## config.mk

```make
export PLATFORM = sky130hd
export DESIGN_NAME = signed_mul8_arbiter
export DESIGN_NICKNAME = d
export VERILOG_FILES = /design/src/rtl/signed_mul8_arbiter.sv
export SDC_FILE = /design/constraint.sdc
export NUM_CORES = 1
export LEC_CHECK = 0
export CAP_MARGIN = 25
export CORE_AREA = 4 4 73 75
export DETAILED_ROUTE_END_ITERATION = 8
export DIE_AREA = 0 0 77 79
export PLACE_DENSITY = 0.84
export SKIP_CTS_REPAIR_TIMING = 1
export SYNTH_ARGS = -nofsm -noshare
export SYNTH_HDL_FRONTEND = slang
export SYNTH_SLANG_ARGS = --single-unit
```

## constraint.sdc

```tcl
create_clock -name clk -period 3.2 [get_ports clk]
set_input_delay 0.64 -clock clk [delete_from_list [all_inputs] [get_ports clk]]
set_output_delay 0.64 -clock clk [all_outputs]
set_load 0.01 [all_outputs]
```

## src/rtl/signed_mul8_arbiter.sv

```systemverilog
// Two-requester front end for a shared external signed 8x8 multiplier, with a 2-entry tagged result FIFO.
// Define MULARB_FIXED_PRIO_EN for strict priority (requester 0 wins); default is round-robin.
module signed_mul8_arbiter #(
  parameter int WIDTH = 8
) (
  input  logic                 clk,
  input  logic                 rstn,
  input  logic                 req0_valid,
  output logic                 req0_ready,
  input  logic [WIDTH-1:0]     req0_a,
  input  logic [WIDTH-1:0]     req0_b,
  input  logic                 req1_valid,
  output logic                 req1_ready,
  input  logic [WIDTH-1:0]     req1_a,
  input  logic [WIDTH-1:0]     req1_b,
  output logic                 res_valid,
  input  logic                 res_ready,
  output logic                 res_id,
  output logic [2*WIDTH-1:0]   res_prod,
  output logic [WIDTH-1:0]     mul_a,
  output logic [WIDTH-1:0]     mul_b,
  input  logic [2*WIDTH-1:0]   mul_out
);

  logic [1:0]          r_count;
  logic                r_wr_ptr;
  logic                r_rd_ptr;
  logic [2*WIDTH-1:0]  r_prod_mem [2];
  logic                r_id_mem   [2];

  logic w_can_push;
  logic w_grant0;
  logic w_grant1;
  logic w_push;
  logic w_pop;

  // Accept depends only on registered occupancy, never on res_ready.
  assign w_can_push = (r_count != 2'd2);

`ifdef MULARB_FIXED_PRIO_EN
  always_comb begin
    w_grant0 = req0_valid;
    w_grant1 = req1_valid & ~req0_valid;
  end
`else
  logic r_last_grant;

  always_comb begin
    w_grant0 = 1'b0;
    w_grant1 = 1'b0;
    if (req0_valid && req1_valid) begin
      w_grant0 = r_last_grant;
      w_grant1 = ~r_last_grant;
    end else if (req0_valid) begin
      w_grant0 = 1'b1;
    end else if (req1_valid) begin
      w_grant1 = 1'b1;
    end
  end

  // Reset value 1 hands the first contention to requester 0.
  always_ff @(posedge clk or negedge rstn) begin
    if (!rstn) begin
      r_last_grant <= 1'b1;
    end else if (w_push) begin
      r_last_grant <= w_grant1;
    end
  end
`endif

  assign req0_ready = w_grant0 & w_can_push & rstn;
  assign req1_ready = w_grant1 & w_can_push & rstn;

  assign w_push = (req0_valid & req0_ready) | (req1_valid & req1_ready);
  assign w_pop  = res_valid & res_ready;

  assign mul_a = w_grant1 ? req1_a : req0_a;
  assign mul_b = w_grant1 ? req1_b : req0_b;

  assign res_valid = (r_count != 2'd0);
  assign res_id    = r_id_mem[r_rd_ptr];
  assign res_prod  = r_prod_mem[r_rd_ptr];

  always_ff @(posedge clk or negedge rstn) begin
    if (!rstn) begin
      r_count  <= 2'd0;
      r_wr_ptr <= 1'b0;
      r_rd_ptr <= 1'b0;
    end else begin
      if (w_push) begin
        r_wr_ptr <= ~r_wr_ptr;
      end
      if (w_pop) begin
        r_rd_ptr <= ~r_rd_ptr;
      end
      case ({w_push, w_pop})
        2'b10:   r_count <= r_count + 2'd1;
        2'b01:   r_count <= r_count - 2'd1;
        default: r_count <= r_count;
      endcase
    end
  end

  // Storage is cleared on reset so res_id/res_prod read zero afterwards.
  always_ff @(posedge clk or negedge rstn) begin
    if (!rstn) begin
      for (int i = 0; i < 2; i++) begin
        r_prod_mem[i] <= '0;
        r_id_mem[i]   <= 1'b0;
      end
    end else if (w_push) begin
      r_prod_mem[r_wr_ptr] <= mul_out;
      r_id_mem[r_wr_ptr]   <= w_grant1;
    end
  end

endmodule

```

==> qor.csv, run 1 <==
metric,value,unit
Max Clock Skew,0.005260,ns
initial DRC count,62,
Mean Syn Cell Area,15.43,µm²
Synth Area in Simple Gates,0.01453,
post-synth top area cell,dfrtp_1,
TritonCTS clock tree,built,
gp weighted congestion,0.6981,
Max Clk Rate,0.3367,GHz
grt ovf,0,
Post-Syn Nets,188,
Max IR drop VDD,0.4712,mV
pwr/cell area,861.7,mW/mm²
Via Count,1405,
Rows,25,
cts bufs inserted,5,
worst-path maximum fanout,19,
CP peak stage delay,0.49,ns
cell count after synthesis,134,
FILL cells,363,
"top cells by area, synth","dfrtp_1 46%, mux2_2 26%, mux2_4 15%",
total power,2.672,mW
CP arrival,2.33,ns
adder-cell share of the synthesized area,0.006053,
IO Pins,89,
Yosys cell types,22,
nets@finish,282,
core area,0.004661,mm²
antenna violations before repair,0,
#FFs+latches synth,39,
yosys warns,0,
first-pass GRT wire length,7.286,mm
fin crit share,0.9282,
worst slew pin tran,0.3821,ns
Routed WL,4.661,mm
CP startpoint kind,input port,
vias per cell,4.965,
max-cap viol count,0,
CP max-delay cell,clkdlybuf4s50_1,
dpl hpwl,3.558,mm
min-delay worst type,input port to async pin,
Clk Tree Root Cell,clkbuf_8,
min Tclk post-route,2.970,ns
post-synthesis mux area share,0.4013,
die width,77,µm
clk sink count,39,
final setup violation count,0,
final non-filler cell total,283,
Worst Path Required,2.56,ns
pre-CTS worst setup slack,0.2289,ns
placed cells,275,
Syn-to-layout area delta,50.00,%
"CTS clk-pin slew, worst paths",0.08,ns
CP Capture Type,primary output,
CP Class,input port to primary output,
vias in the first global route,1447,
# DRC,0,
R2R depth,4,
leakage power,1.318,nW
final hold violations,0,
H-tree levels,2,
Worst slew margin,0.7453,
Initial Util,0.4435,
Die H,79,µm
DIE AREA,0.006083,mm²
# diodes,0,
Critical Path Most Common Cell,clkdlybuf4s50_1,
drt pass-1 iters,4,
status,"complete, no violations",
top cell family by delay on the critical path,buffers and inverters,
Port Buf Inserts,88,
clock latency on the worst-skew pair,0.28,ns
Tot GR Track Use,0.1535,
fin worst setup slack,0.2299,ns
register area share after synthesis,0.4728,
CP Buf/Inv Count,4,
layout cells sized above 1,0.3886,
max-slew violations,0,
Synth Area in Compound Gates,0.04964,
final hold slack,0.2670,ns
reg2reg setup slack,1.44,ns
largest net degree at the start of global routing,31,
crit-path cells,clkdlybuf4s50_1 > inv_1 > a21oi_4 > buf_12 > mux2_2 > clkdlybuf4s50_1,
DR WL/cell,16.47,µm
post-synth top area share,0.4600,
setup TNS,0,ns
Routed Antenna Nets,0,
Critical Path Stages,6,
largest family of logic cells by synthesized area,multiplexers,
Max Root-Sink Buffers,2,
RSZ-0062 raised after global routing,no,
Synth Area in XOR/XNOR,0.02119,
Post-Syn Area,0.002067,mm²
[final cells by class]
| type | count | area [µm²] | area share |
|---|---|---|---|
| clock inverters | 3 | 20.02 | 0.006457 |
| clock buffers | 5 | 68.82 | 0.02220 |
| multi-input cells | 85 | 1018 | 0.3285 |
| inverters | 2 | 7.507 | 0.002421 |
| flip-flops and latches | 39 | 977.2 | 0.3152 |
| well taps | 54 | 67.56 | 0.02179 |
| repair buffers | 95 | 940.9 | 0.3035 |
[per-layer routing]
layer / GRT usage / share of wire / wire length [µm]
met2: 0.2674 / 0.54 / 2533
met5: 0 / 0 / 0
met4: 0.04804 / 0.0088 / 41
met1: 0.1919 / 0.42 / 1962
met3: 0.03175 / 0.026 / 123
[final timing paths]
kind | endpoint | from
worst max-delay path | mul_a[2] | req1_valid
worst min-delay path | r_id_mem[0] | rstn
worst max register to register | r_prod_mem[31] | r_count[0]
worst min register to register | r_count[1] | r_count[1]
max in group asynchronous | r_prod_mem[0] | rstn
min in group clk | r_count[1] | r_count[1]
[state kept, by name (all words and copies together) (netlist names)]
register / cells
r_rd_ptr: 1
r_count: 2
r_prod_mem: 32
r_last_grant: 1
r_wr_ptr: 1
r_id_mem: 2
[power breakdown]
group,internal (mW),switching [mW]
Combinational,0.953,0.494
Sequential,0.753,0.149
Clock,0.152,0.172
[per-stage QoR]
stage / utilization / instance area (µm²)
global route: 0.6652 / 3100
CTS: 0.6652 / 3100
floorplan: - / 2067
finish: 0.6652 / 3100
detailed placement: 0.6462 / 3012
global placement: 0.6462 / 3012
[placed cells by master (no fill, tap or decap), types with 2 or more instances in the layout]
| cell | netlist | final |
|---|---|---|
| clkdlybuf4s50_1 | 0 | 87 |
| mux2_2 | 47 | 47 |
| dfrtp_1 | 38 | 38 |
| mux2_4 | 20 | 20 |
| buf_4 | 0 | 6 |
| clkbuf_8 | 0 | 5 |
| xnor2_1 | 3 | 3 |
| inv_1 | 2 | 2 |
| o2111ai_4 | 2 | 2 |
| xor2_1 | 2 | 2 |
| clkinvlp_4 | 0 | 2 |
[cells in the mapped netlist (all sizes together)]
library cell	count
nor2	1
and2	1
and3	1
xor2	2
dfstp	1
a41oi	1
dfrtp	38
or2	1
buf	7
xnor2	3
mux2	67
o2111ai	2
nand2b	1
a21oi	1
clkbuf	1
o2111a	1
inv	2
o211ai	1
a31oi	1
ha	1
[cells by family (layout without fill, tap and decap cells)]
family                     count (synthesis)  after routing
adders and majority gates                  1              1
and+or+nand+nor                            5              5
DFF                                       39             39
muxes                                     67             67
xor gates and xnor gates                   5              5
AOI/OAI and AO/OA                          7              7
buffers and inverters                     10            105
(Power assumes the default switching activity.)
==> inputs of run 2 (changes only) <==
- ABC_CLOCK_PERIOD_IN_PS: not set -> 3200
- CTS_CLUSTER_SIZE: not set -> 20
==> results of run 2 <==
Final layout, timing and power as in run 1 (identical DEF).
